File: src/rtl/bit_scan_pkg.sv
// Shared types and helpers for the bit_scan_encode block.
// Provides the FSM state encoding, a constant clog2 and a popcount helper.
package bit_scan_pkg;

    localparam int unsigned MAX_WIDTH = 256;

    typedef enum logic {
        ST_IDLE = 1'b0,
        ST_EMIT = 1'b1
    } state_t;

    function automatic int unsigned clog2(input int unsigned n);
        int unsigned r;
        r = 0;
        while ((32'd1 << r) < n) begin
            r = r + 1;
        end
        return r;
    endfunction

    function automatic int unsigned popcount(input logic [MAX_WIDTH-1:0] v);
        int unsigned c;
        c = 0;
        for (int unsigned i = 0; i < MAX_WIDTH; i++) begin
            c = c + {31'b0, v[i]};
        end
        return c;
    endfunction

endpackage

File: src/rtl/bit_scan_encode_if.sv
// Request/index handshake bundle for bit_scan_encode.
// out_cnt is present only when BIT_SCAN_CNT_EN is defined.
interface bit_scan_encode_if
    import bit_scan_pkg::*;
#(
    parameter int unsigned WIDTH = 32
);
    localparam int unsigned IDX_W = clog2(WIDTH);

    logic             in_valid;
    logic             in_ready;
    logic [WIDTH-1:0] in_code;
    logic             out_valid;
    logic             out_ready;
    logic [IDX_W-1:0] out_idx;
    logic [WIDTH-1:0] out_onehot;
    logic             out_last;
    logic             out_none;
`ifdef BIT_SCAN_CNT_EN
    logic [IDX_W:0]   out_cnt;

    modport slave (
        input  in_valid, in_code, out_ready,
        output in_ready, out_valid, out_idx, out_onehot, out_last, out_none, out_cnt
    );
    modport master (
        output in_valid, in_code, out_ready,
        input  in_ready, out_valid, out_idx, out_onehot, out_last, out_none, out_cnt
    );
`else
    modport slave (
        input  in_valid, in_code, out_ready,
        output in_ready, out_valid, out_idx, out_onehot, out_last, out_none
    );
    modport master (
        output in_valid, in_code, out_ready,
        input  in_ready, out_valid, out_idx, out_onehot, out_last, out_none
    );
`endif

endinterface

File: src/rtl/bit_scan_pick.sv
// Combinational find-first-set: returns the highest-priority set bit of vec.
// MSB_FIRST=0 gives bit 0 top priority, MSB_FIRST=1 gives bit WIDTH-1 top priority.
module bit_scan_pick
    import bit_scan_pkg::*;
#(
    parameter int unsigned WIDTH     = 32,
    parameter int unsigned MSB_FIRST = 0
) (
    input  logic [WIDTH-1:0]           vec,
    output logic [clog2(WIDTH)-1:0]    idx,
    output logic [WIDTH-1:0]           onehot,
    output logic                       found
);
    localparam int unsigned IDX_W = clog2(WIDTH);

    int unsigned pos;

    always_comb begin
        idx    = '0;
        onehot = '0;
        found  = 1'b0;
        pos    = 0;
        for (int unsigned i = 0; i < WIDTH; i++) begin
            pos = (MSB_FIRST != 0) ? (WIDTH - 1 - i) : i;
            if (!found && vec[pos]) begin
                found       = 1'b1;
                idx         = IDX_W'(pos);
                onehot[pos] = 1'b1;
            end
        end
    end

endmodule

File: src/rtl/bit_scan_encode.sv
// Emits the index of every set bit of an accepted request word, one beat per index.
// Optional out_cnt (popcount of the accepted word) is enabled by BIT_SCAN_CNT_EN.
module bit_scan_encode
    import bit_scan_pkg::*;
#(
    parameter int unsigned WIDTH     = 32,
    parameter int unsigned MSB_FIRST = 0
) (
    input  logic                   clk,
    input  logic                   rst,
    bit_scan_encode_if.slave       bus,
    output logic                   busy
);
    localparam int unsigned IDX_W = clog2(WIDTH);

    state_t           state_q, state_d;
    logic [WIDTH-1:0] residual_q, residual_d;
    logic [WIDTH-1:0] onehot_q, onehot_d;
    logic [IDX_W-1:0] idx_q, idx_d;
    logic             last_q, last_d;
    logic             none_q, none_d;

    logic [IDX_W-1:0] in_idx, res_idx;
    logic [WIDTH-1:0] in_oh, res_oh;
    logic             in_found, res_found;
    logic [WIDTH-1:0] load_residual, next_residual;
    logic             out_valid, accept, xfer;

    bit_scan_pick #(.WIDTH(WIDTH), .MSB_FIRST(MSB_FIRST)) u_pick_in (
        .vec    (bus.in_code),
        .idx    (in_idx),
        .onehot (in_oh),
        .found  (in_found)
    );

    bit_scan_pick #(.WIDTH(WIDTH), .MSB_FIRST(MSB_FIRST)) u_pick_res (
        .vec    (residual_q),
        .idx    (res_idx),
        .onehot (res_oh),
        .found  (res_found)
    );

    assign out_valid     = (state_q == ST_EMIT);
    assign bus.in_ready  = ~rst & (~out_valid | (bus.out_ready & last_q));
    assign accept        = bus.in_valid & bus.in_ready;
    assign xfer          = out_valid & bus.out_ready;
    assign load_residual = bus.in_code & ~in_oh;
    assign next_residual = residual_q & ~res_oh;

`ifdef BIT_SCAN_CNT_EN
    logic [IDX_W:0]         cnt_q, cnt_d;
    logic [MAX_WIDTH-1:0]   padded_code;

    always_comb begin
        padded_code              = '0;
        padded_code[WIDTH-1:0]   = bus.in_code;
    end
`endif

    // A final-beat transfer may coincide with a new accept; the load branch
    // then takes priority over returning to IDLE so words stream back-to-back.
    always_comb begin
        state_d    = state_q;
        residual_d = residual_q;
        onehot_d   = onehot_q;
        idx_d      = idx_q;
        last_d     = last_q;
        none_d     = none_q;
`ifdef BIT_SCAN_CNT_EN
        cnt_d      = cnt_q;
`endif
        if (accept) begin
            state_d    = ST_EMIT;
            idx_d      = in_idx;
            onehot_d   = in_oh;
            residual_d = load_residual;
            last_d     = (load_residual == '0);
            none_d     = ~in_found;
`ifdef BIT_SCAN_CNT_EN
            cnt_d      = (IDX_W+1)'(popcount(padded_code));
`endif
        end else if (xfer) begin
            if (!last_q && res_found) begin
                idx_d      = res_idx;
                onehot_d   = res_oh;
                residual_d = next_residual;
                last_d     = (next_residual == '0);
            end else begin
                state_d = ST_IDLE;
            end
        end
    end

    always_ff @(posedge clk) begin
        if (rst) begin
            state_q    <= ST_IDLE;
            residual_q <= '0;
            onehot_q   <= '0;
            idx_q      <= '0;
            last_q     <= 1'b0;
            none_q     <= 1'b0;
        end else begin
            state_q    <= state_d;
            residual_q <= residual_d;
            onehot_q   <= onehot_d;
            idx_q      <= idx_d;
            last_q     <= last_d;
            none_q     <= none_d;
        end
    end

`ifdef BIT_SCAN_CNT_EN
    always_ff @(posedge clk) begin
        if (rst) begin
            cnt_q <= '0;
        end else begin
            cnt_q <= cnt_d;
        end
    end

    assign bus.out_cnt = cnt_q;
`endif

    assign bus.out_valid  = out_valid;
    assign bus.out_idx    = idx_q;
    assign bus.out_onehot = onehot_q;
    assign bus.out_last   = last_q;
    assign bus.out_none   = none_q;
    assign busy           = out_valid;

endmodule
File: src/flat_wrapper.sv
// flat-port wrapper written by rule: the top's interface ports become plain ports
module bit_scan_encode_flat import bit_scan_pkg::*;
#(
    parameter int unsigned WIDTH     = 32,
    parameter int unsigned MSB_FIRST = 0
)
  (clk, rst, busy, bus_in_valid, bus_in_code, bus_out_ready, bus_in_ready, bus_out_valid, bus_out_idx, bus_out_onehot, bus_out_last, bus_out_none);
  bit_scan_encode_if #(.WIDTH(WIDTH)) bus_i ();
  input  logic clk;
  input  logic rst;
  output logic busy;
  input wire logic [$bits(bus_i.in_valid)-1:0] bus_in_valid;
  input wire logic [$bits(bus_i.in_code)-1:0] bus_in_code;
  input wire logic [$bits(bus_i.out_ready)-1:0] bus_out_ready;
  output wire logic [$bits(bus_i.in_ready)-1:0] bus_in_ready;
  output wire logic [$bits(bus_i.out_valid)-1:0] bus_out_valid;
  output wire logic [$bits(bus_i.out_idx)-1:0] bus_out_idx;
  output wire logic [$bits(bus_i.out_onehot)-1:0] bus_out_onehot;
  output wire logic [$bits(bus_i.out_last)-1:0] bus_out_last;
  output wire logic [$bits(bus_i.out_none)-1:0] bus_out_none;
  assign bus_i.in_valid = bus_in_valid;
  assign bus_i.in_code = bus_in_code;
  assign bus_i.out_ready = bus_out_ready;
  assign bus_in_ready = bus_i.in_ready;
  assign bus_out_valid = bus_i.out_valid;
  assign bus_out_idx = bus_i.out_idx;
  assign bus_out_onehot = bus_i.out_onehot;
  assign bus_out_last = bus_i.out_last;
  assign bus_out_none = bus_i.out_none;
  bit_scan_encode #(.WIDTH(WIDTH), .MSB_FIRST(MSB_FIRST)) u_core (.clk(clk), .rst(rst), .bus(bus_i), .busy(busy));
endmodule
File: config.mk
export PLATFORM = sky130hd
export DESIGN_NAME = bit_scan_encode_flat
export DESIGN_NICKNAME = d
export VERILOG_FILES = /design/src/rtl/bit_scan_pkg.sv /design/src/rtl/bit_scan_encode_if.sv /design/src/rtl/bit_scan_pick.sv /design/src/rtl/bit_scan_encode.sv /design/src/flat_wrapper.sv
export SDC_FILE = /design/constraint.sdc
export NUM_CORES = 1
export LEC_CHECK = 0
export BUFFER_PORTS_ARGS = -buffer_cell sky130_fd_sc_hd__buf_2
export CAP_MARGIN = 20
export CORE_MARGIN = 2
export CORE_UTILIZATION = 58
export DETAILED_ROUTE_END_ITERATION = 7
export HOLD_SLACK_MARGIN = 0.12
export PLACE_DENSITY = 0.87
export RECOVER_POWER = 50
export SLEW_MARGIN = 40
export SYNTH_ARGS = -nofsm -noshare
export SYNTH_HDL_FRONTEND = slang
export SYNTH_SLANG_ARGS = --single-unit
File: constraint.sdc
create_clock -name clk -period 3.6 [get_ports clk]
set_clock_uncertainty 0.15 [all_clocks]
set_input_delay 0.72 -clock clk [delete_from_list [all_inputs] [get_ports clk]]
set_output_delay 0.72 -clock clk [all_outputs]
set_load 0.05 [all_outputs]
# Yosys cells after proc, flatten, opt, wreduce, memory -nomap -nowiden
# Cells that the tools add are included.
word_totals:
  reg_bits: 72
  input_bits: 36
op_classes:
  eq_ne: 1
  n_mux: 203
  n_bitwise: 12
  n_reduce_logical: 132
ops:
  columns: ["cell", "count"]
  rows:
  - ["$mux 5", 63]
  - ["$mux 32", 6]
  - ["$mux 1", 134]
  - ["$and 32x32->32", 2]
  - ["$logic_not 32->1", 2]
  - ["$not 32->32", 2]
  - ["$logic_and 1x1->1", 63]
  - ["$logic_not 1->1", 63]
  - ["$and 1x1->1", 4]
  - ["$reduce_and 2->1", 2]
  - ["$reduce_bool 2->1", 2]
  - ["$not 1->1", 3]
  - ["$ne 2x1->1 const B", 1]
  - ["$or 1x1->1", 1]

# Longest topological paths before layout
depth:
  ltp_word: 100
  ltp_mapped: 11
  depth_no_buf: 7

# Cells and area by module
# A second synthesis with hierarchy kept.
hier_totals:
  hier_cells: 697
  hier_area_um2: 4857.2
modules_own_cells:
  columns: ["module", "instances", "cells_per_inst", "area_each_um2", "seq_area_each_um2"]
  rows:
  - ["bit_scan_encode", 1, 453, 3413.3, 1441.4]
  - ["bit_scan_pick", 2, 122, 721.9, 0.0]

# Least setup slack after synthesis
# No wires, ideal clock.
synth_path:
  path_type: "input -> register"
  startpoint: "input port bus_in_code[9]"
  endpoint: "register u_core.last_q, in the netlist u_core.bus.out_last"
  setup_time_ps: 62
  t_arrival_ps: 2712
  slack_ps: 675
  path_stages: 8
  n_path_buf: 1
  path_cell_list: "clkbuf_1 > or4_4 > nor4_4 > nand2_1 > a2111oi_0 > o2111a_1 > nand4_1 > nand3_1"
synth_via:
  elab_chain_cells: 72
  word_cells_on_any_way: 94
synth_rtl:
  columns: ["element", "line_no", "text"]
  rows:
  - ["start, declared", "flat_wrapper.sv:13", "input wire logic [$bits(bus_i.in_code)-1:0] bus_in_code;"]
  - ["$logic_and 1x1->1", "bit_scan_pick.sv:25", "if (!found && vec[pos]) begin"]
  - ["$mux 1", "bit_scan_pick.sv:25", null]
  - ["$logic_not 1->1", "bit_scan_pick.sv:25", null]
  - ["$logic_and 1x1->1", "bit_scan_pick.sv:25", null]
  - ["$mux 1", "bit_scan_pick.sv:25", null]
  - ["$logic_not 1->1", "bit_scan_pick.sv:25", null]
  - ["$logic_and 1x1->1", "bit_scan_pick.sv:25", null]
  - ["$mux 1", "bit_scan_pick.sv:25", null]
  - ["[... 56 more ...]", null, null]
  - ["$mux 1", "bit_scan_pick.sv:25", null]
  - ["$logic_not 1->1", "bit_scan_pick.sv:25", null]
  - ["$logic_and 1x1->1", "bit_scan_pick.sv:25", null]
  - ["$mux 1", "bit_scan_pick.sv:25", null]
  - ["$not 32->32", "bit_scan_encode.sv:47", "assign load_residual = bus.in_code & ~in_oh;"]
  - ["$and 32x32->32 (*)", "bit_scan_encode.sv:47", null]
  - ["$logic_not 32->1 (*)", "bit_scan_encode.sv:77", "last_d = (load_residual == '0);"]
  - ["$mux 1 (*)", "bit_scan_encode.sv:72", "if (accept) begin"]
  - ["end signal, assigned", "bit_scan_encode.sv:107", "last_q <= last_d;"]
  - ["end, declared", "bit_scan_encode.sv:20", "logic last_q, last_d;"]
# Mark *: on every way between the ends. The rest lies on a longest branch, timed or not.
# A chain may end at the register's enable or synchronous reset.

# Worst setup path in the final report
layout_path:
  startpoint: "register u_core.residual_q[2]"
  endpoint: "register u_core.idx_q[1], in the netlist u_core.bus.out_idx[1]"
layout_via:
  elab_chain_cells: 92
  word_cells_on_any_way: 125
layout_rtl:
  columns: ["element", "line_no", "text"]
  rows:
  - ["start, declared", "bit_scan_encode.sv:17", "logic [WIDTH-1:0] residual_q, residual_d;"]
  - ["start signal, assigned", "bit_scan_encode.sv:104", "residual_q <= residual_d;"]
  - ["$logic_and 1x1->1 (*)", "bit_scan_pick.sv:25", null]
  - ["$mux 1", "bit_scan_pick.sv:25", null]
  - ["$logic_not 1->1", "bit_scan_pick.sv:25", null]
  - ["$logic_and 1x1->1", "bit_scan_pick.sv:25", null]
  - ["$mux 1", "bit_scan_pick.sv:25", null]
  - ["$logic_not 1->1", "bit_scan_pick.sv:25", null]
  - ["$logic_and 1x1->1", "bit_scan_pick.sv:25", null]
  - ["$mux 1", "bit_scan_pick.sv:25", null]
  - ["[... 76 more ...]", null, null]
  - ["$logic_and 1x1->1", "bit_scan_pick.sv:25", null]
  - ["$mux 1", "bit_scan_pick.sv:25", null]
  - ["$logic_not 1->1", "bit_scan_pick.sv:25", null]
  - ["$logic_and 1x1->1", "bit_scan_pick.sv:25", null]
  - ["$mux 5 / $mux 1 (equally long branches)", "bit_scan_pick.sv:25", null]
  - ["$mux 5 / $logic_and 1x1->1 (equally long branches)", "bit_scan_encode.sv:83", "if (!last_q && res_found) begin"]
  - ["$mux 5 / $reduce_bool 2->1 (equally long branches)", null, null]
  - ["$mux 5 / $reduce_and 2->1 (equally long branches)", null, null]
  - ["end signal, assigned", "bit_scan_encode.sv:106", "idx_q <= idx_d;"]
  - ["end, declared", "bit_scan_encode.sv:19", "logic [IDX_W-1:0] idx_q, idx_d;"]
# Mark *: on every way between the ends. The rest lies on a longest branch, timed or not. The select of a mux whose other input is x is not followed.

==> results.cfg <==
[status]
status = finished, final reports clean

[sta]
fin_tns_setup_ps = 0
layout_min_cycle_time_ps = 3233
drv_slew = 0
hold-worst-slack_ps = 332.6
rsz0062_at_grt = false
setup_violations = 0
max_slew.worst_pin.slew_ps = 1441
finalCritPeriodShare_pct = 89.81
hold_viol = 0
max_slew_margin_pct = 3.917
clock.fmax_mhz = 309.3

[setup_path]
cp.arrival_ps = 3320
cpPeakStageDelay_ps = 610
cp_max_fo = 10
cp_common_cell = nand2b_1
cp_slowest_cell = nor4_4
worst_setup_path_start_kind = register
r2r_cells = 7
worstSetupEndpointType = register
critical_path_class = register to register
worstPathRequired_ps = 3690
worst-r2r-setup-slack_ps = 370
worstPathCellList = nor4_4, nand2b_1, nand2b_1, nor4b_1, or4_1, nor4_1, a2111oi_2

[route]
drt-vias-per-instance = 7.237
routed_wirelength_um = 19380
initialDrtViolationCount = 788
wl_per_cell_um = 23.75
drt_pass1_iterations = 6
via_count = 5905
drc = 0
final_antenna_net_count = 0

[global_routing]
grt_remaining_overflow = 0
grt_pass1_wl_um = 28840
grt_use_total_pct = 42.06
grt_start_max_net_pins = 71
grt_pass1_vias = 5212
antenna_found_initial = 0

[cells_and_area]
n_fill_cell = 794
seqCellArea_sq_um = 1421
drive_above_1_share_pct = 14.91
layout_common_cells = nor2_1 (89), dfxtp_1 (71), a21oi_1 (70)
final_common_cell = nor2_1
multi_input_area_sq_um = 3094
fin_nets = 742
post-route-util_pct = 65.52
num_antenna_cells = 0
stdcell_count = 816
synthToLayoutAreaGrowth_pct = 9.714

[clock_network]
cts_tree = built
numCtsBuffers = 9
post_cts_buffers = 0
cts_resized = 0
clockBufferDepth = 2
clock_sinks = 71
cts-root-buf = clkbuf_8
clk_latency_ps = 360
cts_htree_levels = 3
clk_pin_slew_ps = 80
hold_buffers = 0

[synthesis]
synth.avg_cell_area_sq_um = 7.515
synth_nets = 689
synthArstFlopShare_pct = 0
synth_edf_count = 0
yosys_warnings = 0
synth_top_area_share_pct = 28.96
synth_seq_cells = 71
seq_area_frac_synth_pct = 28.96
yosys.area.top_type = dfxtp_1
netlist-cell-type-count = 71
postSynthCellCount = 653
synth_area_leaders = dfxtp_1 (29%), a21oi_1 (7.1%), nor2_1 (6.8%)
synth_flop_cell = dfxtp_1
synthesis.area_sq_um = 4907

[die]
num_io_pins = 78
die_height_um = 95.98
num_rows = 33
coreArea_sq_um = 8217
die_area_sq_um = 9212
start_util_pct = 59.72
die-width_um = 95.98

[power_and_ir_drop]
p_leak_uw = 0.001856
switchingPower_uw = 1187
ir_worst_vdd_v = 0.0002527
p_int_uw = 1393
p_per_area_nw_per_um2 = 479.2
switching_share_pct = 46.02
power_frac_comb_pct = 39.6
pwr-share-seq_pct = 36.7
power_frac_clock_pct = 23.8

[worst_hold_path]
worstHoldPathType = register to register
holdPathStages = 2

[placed_design]
dp_hpwl_um = 14220
dp.cells = 800
port_buffers = 77
place.gp.congestion = 1.083

[job]
drv_cap = 0
[metrics by stage]
| stage | worst slack (ps) | power (uW) | instance area (sq um) |
|---|---|---|---|
| 2_1_floorplan | 675.5 | 1674 | 4907 |
| 3_3_place_gp | 446.0 | 1947 | 5265 |
| 3_5_place_dp | 421.3 | 1963 | 5265 |
| 4_1_cts | 445.6 | 2560 | 5438 |
| 5_1_grt | 187.0 | 2678 | 5384 |
| 6_report | 366.8 | 2580 | 5384 |
[synthesized netlist by cell type (5+ instances only)]
cell,number
o22ai_1,10
o21ai_0,19
o311ai_0,6
nand4_1,13
o211ai_1,20
nor4_1,22
clkbuf_1,35
inv_1,14
nand2_1,44
buf_4,5
nor2b_1,5
a21oi_1,70
dfxtp_1,71
buf_2,6
or4_1,6
nand3_1,28
clkbuf_8,7
a2111oi_0,21
nor3b_1,5
nor3_1,27
or3_1,12
nor2_1,89
a211oi_1,11
a31oi_1,15
[logic make-up after synthesis]
logic type	synth area share [%]
simple gates	33.32
compound gates	28.86
fa+ha+maj	0.8159
flops	28.96
buf+inv	8.032
[routing by layer]
metal / GRT usage (%) / vias up / share of wire [%]
li1: - / 2613 / -
met1: 55.19 / 2741 / 39
met2: 64.99 / 471 / 44
met3: 11.12 / 80 / 13
met4: 17.98 / 0 / 4.6
met5: 0 / - / 0
[critical path: cells and delay by family, from the launching register on]
| family | cells | cell delay [ps] |
|---|---|---|
| and+or+nand+nor | 6 | 2180 |
| AOI/OAI and AO/OA | 1 | 360 |
| DFF | 1 | 440 |
[sequential cells by signal (all words and copies together), names as in the netlist]
name / flops
u_core.bus.out_onehot: 32
u_core.bus.out_idx: 5
u_core.bus.out_valid: 1
u_core.residual_q: 31
u_core.bus.out_last: 1
u_core.bus.out_none: 1
[power by group through the flow]
stage	combinational [uW]	sequential, uW	clock (uW)
detailed placement	1010	957	0
global route	1080	955	643
global placement	994	952	0
floorplan	544	1130	0
finish	1020	946	613
CTS	1010	939	613
[area by class of cell]
cell class	count	share of cell area [%]
Tap cell	105	2.440
Clock inverter	6	0.8366
Sequential cell	71	26.40
Inverter	14	0.9761
Clock buffer	10	2.370
Timing Repair Buffer	101	9.505
Multi-Input combinational cell	509	57.47
[final timing paths]
check	start	endpoint
worst max register to register	u_core.residual_q[2]	u_core.bus.out_idx[1]
worst max-delay path	u_core.residual_q[2]	u_core.bus.out_idx[1]
worst min register to register	u_core.bus.out_onehot[0]	u_core.bus.out_onehot[0]
worst min-delay path	u_core.bus.out_onehot[0]	u_core.bus.out_onehot[0]
Note: power is estimated with default switching activity, not from simulation.
